### src/rtl/seq_divider.sv
`default_nettype none
// +----------------------------------------------------------------------------+
// | seq_divider: iterative restoring divider, one quotient bit per clock,      |
// | unsigned/signed modes with divide-by-zero and signed-overflow flag on O.   |
// | Revision: 1.0                                                              |
// +----------------------------------------------------------------------------+
module seq_divider #(
  parameter int WIDTH = 8
) (
  input  logic             clk,
  input  logic             reset,
  input  logic             start,
  input  logic             is_signed,
  input  logic [WIDTH-1:0] A,
  input  logic [WIDTH-1:0] B,
  output logic [WIDTH-1:0] Q,
  output logic [WIDTH-1:0] R,
  output logic             O,
  output logic             busy,
  output logic             done
);

  localparam int              CW   = (WIDTH > 1) ? $clog2(WIDTH) : 1;
  localparam logic [CW-1:0]   LAST = CW'(WIDTH - 1);
  localparam logic [WIDTH-1:0] ONES = {WIDTH{1'b1}};
  localparam logic [WIDTH-1:0] MIN  = {1'b1, {(WIDTH-1){1'b0}}};

  typedef enum logic [1:0] {
    IDLE = 2'd0,
    CALC = 2'd1,
    FIX  = 2'd2
  } state_t;

  state_t           state_q, state_d;
  logic [CW-1:0]    cnt_q, cnt_d;
  logic [WIDTH-1:0] rem_q, rem_d;
  logic [WIDTH-1:0] dvd_q, dvd_d;
  logic [WIDTH-1:0] a_q, a_d;
  logic [WIDTH-1:0] b_q, b_d;
  logic [WIDTH-1:0] q_q, q_d;
  logic [WIDTH-1:0] r_q, r_d;
  logic             sgn_q, sgn_d;
  logic             o_q, o_d;
  logic             done_q, done_d;

  logic [WIDTH-1:0] a_mag, b_mag;
  logic [WIDTH:0]   shifted, trial;
  logic             q_neg, r_neg;

  // Magnitudes stay unsigned WIDTH bits so the most-negative value maps to 2^(WIDTH-1).
  assign a_mag   = (is_signed && A[WIDTH-1]) ? (~A + 1'b1) : A;
  assign b_mag   = (sgn_q && b_q[WIDTH-1]) ? (~b_q + 1'b1) : b_q;
  assign q_neg   = sgn_q & (a_q[WIDTH-1] ^ b_q[WIDTH-1]);
  assign r_neg   = sgn_q & a_q[WIDTH-1];
  assign shifted = {rem_q, dvd_q[WIDTH-1]};
  assign trial   = shifted - {1'b0, b_mag};

  always_comb begin
    state_d = state_q;
    cnt_d   = cnt_q;
    rem_d   = rem_q;
    dvd_d   = dvd_q;
    a_d     = a_q;
    b_d     = b_q;
    sgn_d   = sgn_q;
    q_d     = q_q;
    r_d     = r_q;
    o_d     = o_q;
    done_d  = 1'b0;
    case (state_q)
      IDLE: begin
        if (start) begin
          a_d     = A;
          b_d     = B;
          sgn_d   = is_signed;
          dvd_d   = a_mag;
          rem_d   = '0;
          cnt_d   = '0;
          state_d = CALC;
        end
      end
      CALC: begin
        // dvd shifts out dividend bits at the top and collects quotient bits at the bottom.
        if (!trial[WIDTH]) begin
          rem_d = trial[WIDTH-1:0];
          dvd_d = {dvd_q[WIDTH-2:0], 1'b1};
        end else begin
          rem_d = shifted[WIDTH-1:0];
          dvd_d = {dvd_q[WIDTH-2:0], 1'b0};
        end
        cnt_d = cnt_q + 1'b1;
        if (cnt_q == LAST) begin
          state_d = FIX;
        end
      end
      FIX: begin
        state_d = IDLE;
        done_d  = 1'b1;
        cnt_d   = '0;
        if (b_q == '0) begin
          q_d = ONES;
          r_d = a_q;
          o_d = 1'b1;
        end else if (sgn_q && (a_q == MIN) && (b_q == ONES)) begin
          q_d = MIN;
          r_d = '0;
          o_d = 1'b1;
        end else begin
          q_d = q_neg ? (~dvd_q + 1'b1) : dvd_q;
          r_d = r_neg ? (~rem_q + 1'b1) : rem_q;
          o_d = 1'b0;
        end
      end
      default: state_d = IDLE;
    endcase
  end

  always_ff @(posedge clk or posedge reset) begin
    if (reset) begin
      state_q <= IDLE;
      cnt_q   <= '0;
      rem_q   <= '0;
      dvd_q   <= '0;
      a_q     <= '0;
      b_q     <= '0;
      sgn_q   <= 1'b0;
      q_q     <= '0;
      r_q     <= '0;
      o_q     <= 1'b0;
      done_q  <= 1'b0;
    end else begin
      state_q <= state_d;
      cnt_q   <= cnt_d;
      rem_q   <= rem_d;
      dvd_q   <= dvd_d;
      a_q     <= a_d;
      b_q     <= b_d;
      sgn_q   <= sgn_d;
      q_q     <= q_d;
      r_q     <= r_d;
      o_q     <= o_d;
      done_q  <= done_d;
    end
  end

  assign Q    = q_q;
  assign R    = r_q;
  assign O    = o_q;
  assign busy = (state_q != IDLE);
  assign done = done_q;

endmodule
`default_nettype wire

### config.mk
export PLATFORM = sky130hd
export DESIGN_NAME = seq_divider
export DESIGN_NICKNAME = d
export VERILOG_FILES = /design/src/rtl/seq_divider.sv
export SDC_FILE = /design/constraint.sdc
export NUM_CORES = 1
export LEC_CHECK = 0
export CAP_MARGIN = 0
export CORE_UTILIZATION = 60
export CTS_BUF_LIST = sky130_fd_sc_hd__clkbuf_2
export DETAILED_ROUTE_END_ITERATION = 8
export MAX_ROUTING_LAYER = met4
export PLACE_DENSITY = 0.85
export SLEW_MARGIN = 20
export SYNTH_ARGS = -nofsm -noshare
export SYNTH_HDL_FRONTEND = slang
export SYNTH_SLANG_ARGS = --single-unit
### constraint.sdc
create_clock -name clk -period 8.45 [get_ports clk]
set_input_delay 1.69 -clock clk [delete_from_list [all_inputs] [get_ports clk]]
set_output_delay 1.69 -clock clk [all_outputs]
set_load 0.03 [all_outputs]
==> impl_metrics.yaml, run 1 <==
timing:
  worst_slew_pin_slew_ps: 1070
  finalHoldViolCount: 0
  slew_viol_final: 0
  fmax_mhz: 268.0
  fin_crit_sh_pct: 44.15
  finalSetupViolations: 0
  setup_tns_ps: 0
  rsz0062_at_grt: "false"
  slew_headroom_pct: 28.44
  min_period_ps: 3731
  skew_ps: 26.94
setup_path:
  reg2reg_setup_slack_ps: 5130
  worstPathArrival_ps: 2040
  rr_endpoint: "rem_q[3]"
  critPathLaunch: "state_q[1]"
  worst-setup-path-type: "reg2out"
  cp_max_fo: 15
  rr_startpoint: "sgn_q"
  startpoint_type: "flip-flop"
  cp.required_ps: 6760
  cp-end-kind: "output pin"
  setup.worst_path.end: "busy"
  worstRegToRegCells: 8
drt:
  num_vias: 2926
  drtAntennaViolNets: 0
  drtPass1Iterations: 5
  via_per_inst: 6.134
  drtIter0Drc: 187
  wl_per_cell_um: 15.94
  finalWirelength_um: 7603
  drc: 0
synth:
  yosysWarnings: 0
  ys_seq_elements: 56
  synth.avg_cell_area_um2: 9.230
  synth-compound-area-share_pct: 19.10
  ys_types: 56
  ys_async_sr_fraction_pct: 100.0
  netlist_instances: 369
  synth_flop_cell: "dfrtp_1"
  synthMuxAreaShare_pct: 6.172
  syn_nets: 405
  netlist_area_mm2: 0.003406
  synth-xor-area-share_pct: 6.429
  synth_top_family_by_area: "compound AO/OA/AOI/OAI gates"
  synth_edf_count: 0
  seq_area_frac_synth_pct: 41.15
  synth_fa_ha_area_share_pct: 6.098
  synth-simple-area-share_pct: 17.12
clock_tree:
  cts.repair.resized: 0
  tritoncts: "done"
  cts.sinks: 56
  holdBufCountCts: 0
  root_buffer: "clkbuf_2"
  clock_latency_ps: 450
  clk_pin_slew_worst_paths_ps: 280
  htreeDepth: 2
  clk_path_buf_depth: 2
  postCtsSetupBuffers: 0
  cts-buffers-inserted: 5
grt:
  antenna_found_initial: 0
  grt-ovfl-total: 0
  grt_max_degree: 57
  grt_usage_pct: 28.55
  grt_pass1_vias: 2779
  grt_pass1_wl_um: 13180
floorplan:
  ios: 39
  row_count: 27
  die_area_mm2: 0.005981
  die_h_um: 77.34
  core_mm2: 0.005473
  initial_core_util_pct: 62.23
  die_w_um: 77.34
place:
  portBuffers: 38
  post-dp-hpwl_um: 5842
  place_congestion: 0.9317
  dp.cells: 469
job:
  maxCapViolations: 0
status:
  status: "finished clean"
layout:
  fill_cells: 450
  diodes: 0
  final_cells: 477
  final_common_cell: "dfrtp_1"
  area_delta_synth_final_pct: 14.66
  final_layout_size_suffix_gt1_share_pct: 8.889
  final_cell_mix: "dfrtp_1, nor2_1, clkdlybuf4s50_1"
  fin_nets: 440
power_and_ir_drop:
  p_leak_uw: 0.001677
  vdd_drop_max_mv: 0.2323
  pwr_density_cell_mw_per_mm2: 465.1
worst_hold_path:
  hold_class: "reg2reg"
==> logic make-up after synthesis <==
| kind of cell | after synthesis |
|---|---|
| and+or+nand+nor | 120 |
| AOI/OAI and AO/OA | 100 |
| DFF | 56 |
| buffers and inverters | 33 |
| xor gates and xnor gates | 25 |
| muxes | 19 |
| adders and majority gates | 16 |
==> final cells by class <==
| class | instances | area (µm²) | area share [%] |
|---|---|---|---|
| clock buffer | 6 | 30.03 | 0.7690 |
| clock inverter | 2 | 38.79 | 0.9933 |
| inverter | 21 | 78.83 | 2.019 |
| multi-input combinational | 280 | 1871 | 47.90 |
| sequential | 56 | 1401 | 35.89 |
| tap | 72 | 90.09 | 2.307 |
| timing repair buffer | 40 | 395.4 | 10.12 |
==> worst max-delay path, cell delays in order, from the launching register on <==
cell and delay, ps:
dfrtp_1 600, or2_2 380, clkdlybuf4s50_1 610
==> power by group <==
part | total (µW) | switching (µW) | internal, µW
registers | 555 | 156 | 399
logic | 1130 | 615 | 511
clock network | 135 | 83.0 | 52.4
==> sequential cells by signal, indices dropped and copies added (netlist names) <==
name	flops
R	8
done	1
dvd_q	8
sgn_q	1
a_q	8
Q	8
state_q	2
O	1
cnt_q	3
b_q	8
rem_q	8
==> how the worst min path moves through the flow <==
stage	startpoint	endpoint	slack, ps	cells after the start
finish	O	O	530	1
global route	Q[4]	Q[4]	560	2
CTS	R[6]	R[6]	540	2
detailed placement	Q[2]	Q[2]	480	2
global placement	O	O	470	1
floorplan	cnt_q[2]	cnt_q[2]	470	1
==> cells in the mapped netlist, types with 2 or more instances <==
library cell	instances	area (µm²)
a2111oi_0	2	17.52
a211oi_1	4	30.03
a21boi_0	2	15.01
a21o_1	2	15.01
a21oi_1	31	155.2
a222oi_1	2	20.02
a22oi_1	5	37.54
a31oi_1	4	25.02
a32o_1	2	20.02
and2_1	2	12.51
and3_1	2	12.51
buf_2	2	10.01
clkbuf_1	9	33.78
dfrtp_1	56	1401
ha_1	15	187.7
inv_1	20	75.07
mux2_2	16	180.2
mux2i_1	3	30.03
nand2_1	29	108.9
nand2b_1	6	37.54
nand3_1	10	50.05
nand4b_1	2	17.52
nor2_1	43	161.4
nor3_1	8	40.04
nor4_1	2	12.51
o211ai_1	8	60.06
o21a_1	2	15.01
o21ai_0	16	80.08
o22a_1	2	17.52
o22ai_1	6	37.54
o311ai_0	5	43.79
or2_2	2	12.51
or3_1	2	12.51
or4_4	2	22.52
xnor2_1	19	166.4
xor2_1	6	52.55
==> metrics by stage <==
stage	instance area [µm²]	utilization [%]	hold slack (ps)	worst slack [ps]	total power (µW)
after floorplan	3406	-	472.5	5389	1375
after global placement	3836	70.10	473.3	5105	1628
after detailed placement	3836	70.10	484.5	5066	1676
after CTS	3905	71.35	537.7	4707	1811
after global routing	3905	71.35	559.8	4631	1969
final	3905	71.35	533.0	4719	1816
==> layer usage <==
layer	track usage, %	vias to the layer above	part of all wire (%)
li1	-	1400	-
met1	38.43	1435	46
met2	45.40	85	48
met3	4.824	6	4.9
met4	6.792	0	0.93
met5	-	-	0
No activity file was read; power rests on OpenSTA's default activity.
==> run 2, diff against run 1 <==
--- a/config.mk
+++ b/config.mk
@@ -6,11 +6,11 @@
 export NUM_CORES = 1
 export LEC_CHECK = 0
 export CAP_MARGIN = 0
-export CORE_UTILIZATION = 60
+export CORE_UTILIZATION = 58
 export CTS_BUF_LIST = sky130_fd_sc_hd__clkbuf_2
 export DETAILED_ROUTE_END_ITERATION = 8
 export MAX_ROUTING_LAYER = met4
-export PLACE_DENSITY = 0.85
+export PLACE_DENSITY = 0.82
 export SLEW_MARGIN = 20
 export SYNTH_ARGS = -nofsm -noshare
 export SYNTH_HDL_FRONTEND = slang
==> constraint.sdc (replaced) <==
create_clock -name clk -period 3.8 [get_ports clk]
set_input_delay 0.76 -clock clk [delete_from_list [all_inputs] [get_ports clk]]
set_output_delay 0.76 -clock clk [all_outputs]
set_load 0.03 [all_outputs]
==> run 2 against run 1 <==
  * Routed wire length up 4.8%
  * Highest routed layer unchanged
  * First-iteration DRC count up 15%
  * Critical endpoint is now rem_q[3]
  * Count of clock-buffer cells in the layout down 1
  * Clock power up 70%
  * Register-to-register slack worse by 4500 ps
  * Critical path depth up 6
==> impl_metrics.yaml, run 2 (synthesis results as in run 1) <==
clock_tree:
  postCtsSetupBuffers: 0
  cts.repair.resized: 0
  clock_latency_ps: 450
  cts.sinks: 56
  clk_pin_slew_worst_paths_ps: 280
  tritoncts: "done"
  holdBufCountCts: 0
  clk_path_buf_depth: 2
  root_buffer: "clkbuf_2"
  htreeDepth: 2
  cts-buffers-inserted: 5
layout:
  ff_latch_area_mm2: 0.001401
  stdcell_area_mm2: 0.003884
  diodes: 0
  area_delta_synth_final_pct: 14.03
  fin_nets: 441
  final_common_cell: "dfrtp_1"
  final_cell_mix: "dfrtp_1, nor2_1, clkdlybuf4s50_1"
  final_layout_size_suffix_gt1_share_pct: 8.889
  fill_cells: 459
  multi_input_area_mm2: 0.001873
status:
  status: "finished clean"
grt:
  grt_pass1_wl_um: 13660
  grt_pass1_vias: 2820
  antenna_found_initial: 0
  grt_max_degree: 31
  grt_usage_pct: 29.08
  grt-ovfl-total: 0
worst_hold_path:
  hp-start: "R[3]"
  holdPathStages: 2
  min_to: "R[3]"
  hold_class: "reg2reg"
setup_path:
  rr_startpoint: "sgn_q"
  worst-setup-path-type: "reg2reg"
  reg2reg_setup_slack_ps: 590
  rr_endpoint: "rem_q[3]"
  cp_max_fo: 10
  worstRegToRegCells: 8
  cp-end-kind: "flip-flop"
  cp.required_ps: 4140
  worstPathArrival_ps: 3550
  startpoint_type: "flip-flop"
drt:
  drtPass1Iterations: 7
  drc: 0
  drtIter0Drc: 215
  finalWirelength_um: 7968
  via_per_inst: 6.298
  num_vias: 3004
  wl_per_cell_um: 16.70
  drtAntennaViolNets: 0
job:
  maxCapViolations: 0
timing:
  setup_tns_ps: 0
  skew_ps: 27.32
  fin_crit_sh_pct: 84.49
  finalSetupViolations: 0
  slew_viol_final: 0
  worst_slew_pin_slew_ps: 716.6
  rsz0062_at_grt: "false"
  finalHoldViolCount: 0
  timing.final.ws_setup_ps: 589.2
  min_period_ps: 3211
  fmax_mhz: 311.4
  slew_headroom_pct: 52.18
power_and_ir_drop:
  p_leak_uw: 0.001665
  vdd_drop_max_mv: 0.5857
  pwr_density_cell_mw_per_mm2: 1033
place:
  pre_cts_ws_ps: 668.9
  place_area_mm2: 0.003844
  post-dp-hpwl_um: 6162
  place_congestion: 0.9693
  portBuffers: 38
floorplan:
  ios: 39
  die_area_mm2: 0.006183
  initial_core_util_pct: 61.10
  core_mm2: 0.005574
  die_h_um: 78.63
  row_count: 27
  die_w_um: 78.63
run 2: cell count changes in the layout (fill, tap and decap cells not counted):
cell | previous run | this run
buf_4 | 2 | 3
clkinv_4 | 0 | 1
bufinv_16 | 1 | 0
nor2_2 | 0 | 1
clkinv_1 | 1 | 2
nor2_1 | 43 | 42
inv_6 | 1 | 0
clkbuf_2 | 6 | 5
run 2: worst max-delay path by stage:
stage                     startpoint        to  cells past startpoint
after floorplan                sgn_q  rem_q[5]                      9
after global placement         sgn_q  rem_q[5]                      8
after detailed placement       sgn_q  rem_q[3]                      8
after CTS                      sgn_q  rem_q[3]                      8
after global routing          b_q[2]  rem_q[3]                      9
final                          sgn_q  rem_q[3]                      8
run 2: layout make-up:
| cell class | instances | area share (%) |
|---|---|---|
| tap | 72 | 2.320 |
| clock inverter | 2 | 0.3222 |
| sequential | 56 | 36.08 |
| clock buffer | 5 | 0.6443 |
| multi-input combinational | 280 | 48.23 |
| timing repair buffer | 41 | 10.37 |
| inverter | 21 | 2.030 |
run 2: through the flow:
stage | total power [µW] | utilization, % | instances | hold WS (ps)
after floorplan | 3058 | - | 369 | 472.5
after global placement | 3658 | 68.96 | 470 | 475.8
after detailed placement | 3756 | 68.96 | 470 | 482.6
after CTS | 3988 | 69.63 | 477 | 535.9
after global routing | 4357 | 69.67 | 477 | 550.1
final | 4013 | 69.67 | 477 | 534.8
run 2: routing by layer:
| layer | global-route usage (%) | share of wire [%] |
|---|---|---|
| met5 | - | 0 |
| met4 | 10.74 | 3.4 |
| met3 | 4.535 | 6.3 |
| met2 | 44.87 | 46 |
| met1 | 38.80 | 44 |
run 2: where the power goes:
group / switching (µW) / total, µW / leakage (µW) / internal (µW)
logic: 1410 / 2550 / 0.000948 / 1140
registers: 345 / 1230 / 0.000691 / 888
clock network: 188 / 229 / 0.0000265 / 41.3
total: 1950 / 4010 / 0.00166 / 2070
run 2: critical path, stage by stage, from the launching register on:
cell and delay (ps):
dfrtp_1 550, nand2_1 220, mux2_2 390, fa_1 410, nand2b_1 190, a211oi_1 540, o21ba_2 280, nand2_1 140
o311ai_0 380
==> run 3, diff against run 2 <==
--- a/config.mk
+++ b/config.mk
@@ -6,11 +6,11 @@
 export NUM_CORES = 1
 export LEC_CHECK = 0
 export CAP_MARGIN = 0
-export CORE_UTILIZATION = 58
+export CORE_UTILIZATION = 53
 export CTS_BUF_LIST = sky130_fd_sc_hd__clkbuf_2
 export DETAILED_ROUTE_END_ITERATION = 8
 export MAX_ROUTING_LAYER = met4
-export PLACE_DENSITY = 0.82
+export PLACE_DENSITY = 0.79
 export SLEW_MARGIN = 20
 export SYNTH_ARGS = -nofsm -noshare
 export SYNTH_HDL_FRONTEND = slang
==> constraint.sdc (replaced) <==
create_clock -name clk -period 2.9 [get_ports clk]
set_input_delay 0.58 -clock clk [delete_from_list [all_inputs] [get_ports clk]]
set_output_delay 0.58 -clock clk [all_outputs]
set_load 0.03 [all_outputs]
==> run 3 against run 2 <==
  * Clock power rose by 76%
  * Largest power group unchanged
  * Design area rose by 3.2%
  * Fmax rose by 16%
  * Sequential cell count did not move
==> impl_metrics.yaml, run 3 (synthesis results as in run 1) <==
setup_path:
  path_common_cell: "ha_1"
  cp_num_buf_inv: 1
  path_cells: "inv_1 > ha_1 > nor2_1 > xnor2_1 > ha_1 > o21ai_0 > a211oi_1 > mux2i_1 > a2111oi_0 > o211ai_1"
  worstRegToRegCells: 10
  cp_slowest_cell: "a2111oi_0"
  worst-setup-path-type: "reg2reg"
  critPathTopFamily: "compound AO/OA/AOI/OAI gates"
  rr_startpoint: "b_q[0]"
  cp-end-kind: "flip-flop"
  worstPathArrival_ps: 3140
  cpPeakStageDelay_ps: 480
  cp.required_ps: 3260
  startpoint_type: "flip-flop"
  rr_endpoint: "rem_q[7]"
  reg2reg_setup_slack_ps: 120
  cp_max_fo: 4
layout:
  multi_input_area_mm2: 0.001897
  fin_nets: 449
  final_layout_size_suffix_gt1_share_pct: 12.56
  diodes: 0
  final_common_cell: "dfrtp_1"
  area_delta_synth_final_pct: 17.67
  fill_cells: 499
  final_cell_mix: "dfrtp_1, nor2_1, clkdlybuf4s50_1"
  stdcell_area_mm2: 0.004008
  ff_latch_area_mm2: 0.001403
floorplan:
  die_w_um: 82.16
  core_mm2: 0.006061
  die_area_mm2: 0.006750
  row_count: 28
  die_h_um: 82.16
  ios: 39
  initial_core_util_pct: 56.19
grt:
  grt_util_met2_pct: 42.40
  grt_usage_pct: 26.68
  grt_use_met1_pct: 35.08
  busiest_layer: "met2"
  use_met3_pct: 4.066
  grt-ovfl-total: 0
  grt_pass1_vias: 2754
  grt_max_degree: 25
  grt_pass1_wl_um: 13130
  antenna_found_initial: 0
job:
  maxCapViolations: 0
clock_tree:
  holdBufCountCts: 0
  clk_pin_slew_worst_paths_ps: 290
  htreeDepth: 2
  cts.sinks: 56
  cts.repair.resized: 0
  tritoncts: "done"
  cts-buffers-inserted: 5
  clk_path_buf_depth: 2
  postCtsSetupBuffers: 0
  root_buffer: "clkbuf_2"
  clock_latency_ps: 450
place:
  pre_cts_ws_ps: 97.50
  post-dp-hpwl_um: 6043
  portBuffers: 38
  place_area_mm2: 0.003908
  place_congestion: 0.9126
drt:
  via_per_inst: 6.074
  drtAntennaViolNets: 0
  drtIter0Drc: 212
  finalWirelength_um: 8109
  drtPass1Iterations: 5
  wl_per_cell_um: 16.58
  drc: 0
  num_vias: 2970
worst_hold_path:
  hold_class: "in2async"
timing:
  hold_ws_ps: 375.4
  finalHoldViolCount: 0
  fin_crit_sh_pct: 95.75
  worst_slew_pin_slew_ps: 471.5
  finalSetupViolations: 0
  setup_tns_ps: 0
  min_period_ps: 2777
  slew_headroom_pct: 67.75
  fmax_mhz: 360.1
  timing.final.ws_setup_ps: 123.2
  slew_viol_final: 0
  skew_ps: 15.44
power_and_ir_drop:
  vdd_drop_max_mv: 0.9111
  p_leak_uw: 0.001731
  pwr_density_cell_mw_per_mm2: 1381
status:
  status: "finished clean"
## run 3: area by class of cell
| class | instances | area share (%) |
|---|---|---|
| repair buffers | 49 | 11.55 |
| well taps | 75 | 2.342 |
| clock inverters | 3 | 1.186 |
| flip-flops and latches | 56 | 35.00 |
| multi-input cells | 280 | 47.33 |
| clock buffers | 5 | 0.6244 |
| inverters | 21 | 1.967 |
## run 3: worst reg2reg max path, stage by stage, from the launching register on
cell       delay (ps)
dfrtp_1           430
inv_1              60
ha_1              230
nor2_1            190
xnor2_1           110
ha_1              380
o21ai_0           190
a211oi_1          340
mux2i_1           120
a2111oi_0         480
o211ai_1          160
## run 3: where the power goes
part	internal [µW]	switching, µW	total (µW)	leakage, µW
Clock	149	255	404	0.0000431
Combinational	1620	1930	3550	0.000998
Sequential	1170	415	1580	0.000690
## run 3: worst max path at each step
stage,cells after the start,start,slack (ps),end
after floorplan,9,sgn_q,60,rem_q[5]
after global placement,10,b_q[2],210,rem_q[0]
after detailed placement,10,b_q[2],100,rem_q[0]
after CTS,10,b_q[2],60,rem_q[0]
after global routing,10,b_q[0],-6,rem_q[5]
final,10,b_q[0],120,rem_q[7]
## run 3: metrics by stage
step / instances / total power [µW] / util (%)
after floorplan: 369 / 4007 / -
after global placement: 481 / 4887 / 64.47
after detailed placement: 481 / 4988 / 64.47
after CTS: 489 / 5395 / 65.67
after global routing: 489 / 6005 / 66.12
final: 489 / 5535 / 66.12
## run 3: metal layers
| metal | vias to the layer above | wire length (µm) |
|---|---|---|
| li1 | 1422 | - |
| met1 | 1437 | 3686 |
| met2 | 94 | 3882 |
| met3 | 17 | 384 |
| met4 | 0 | 156 |
| met5 | - | 0 |
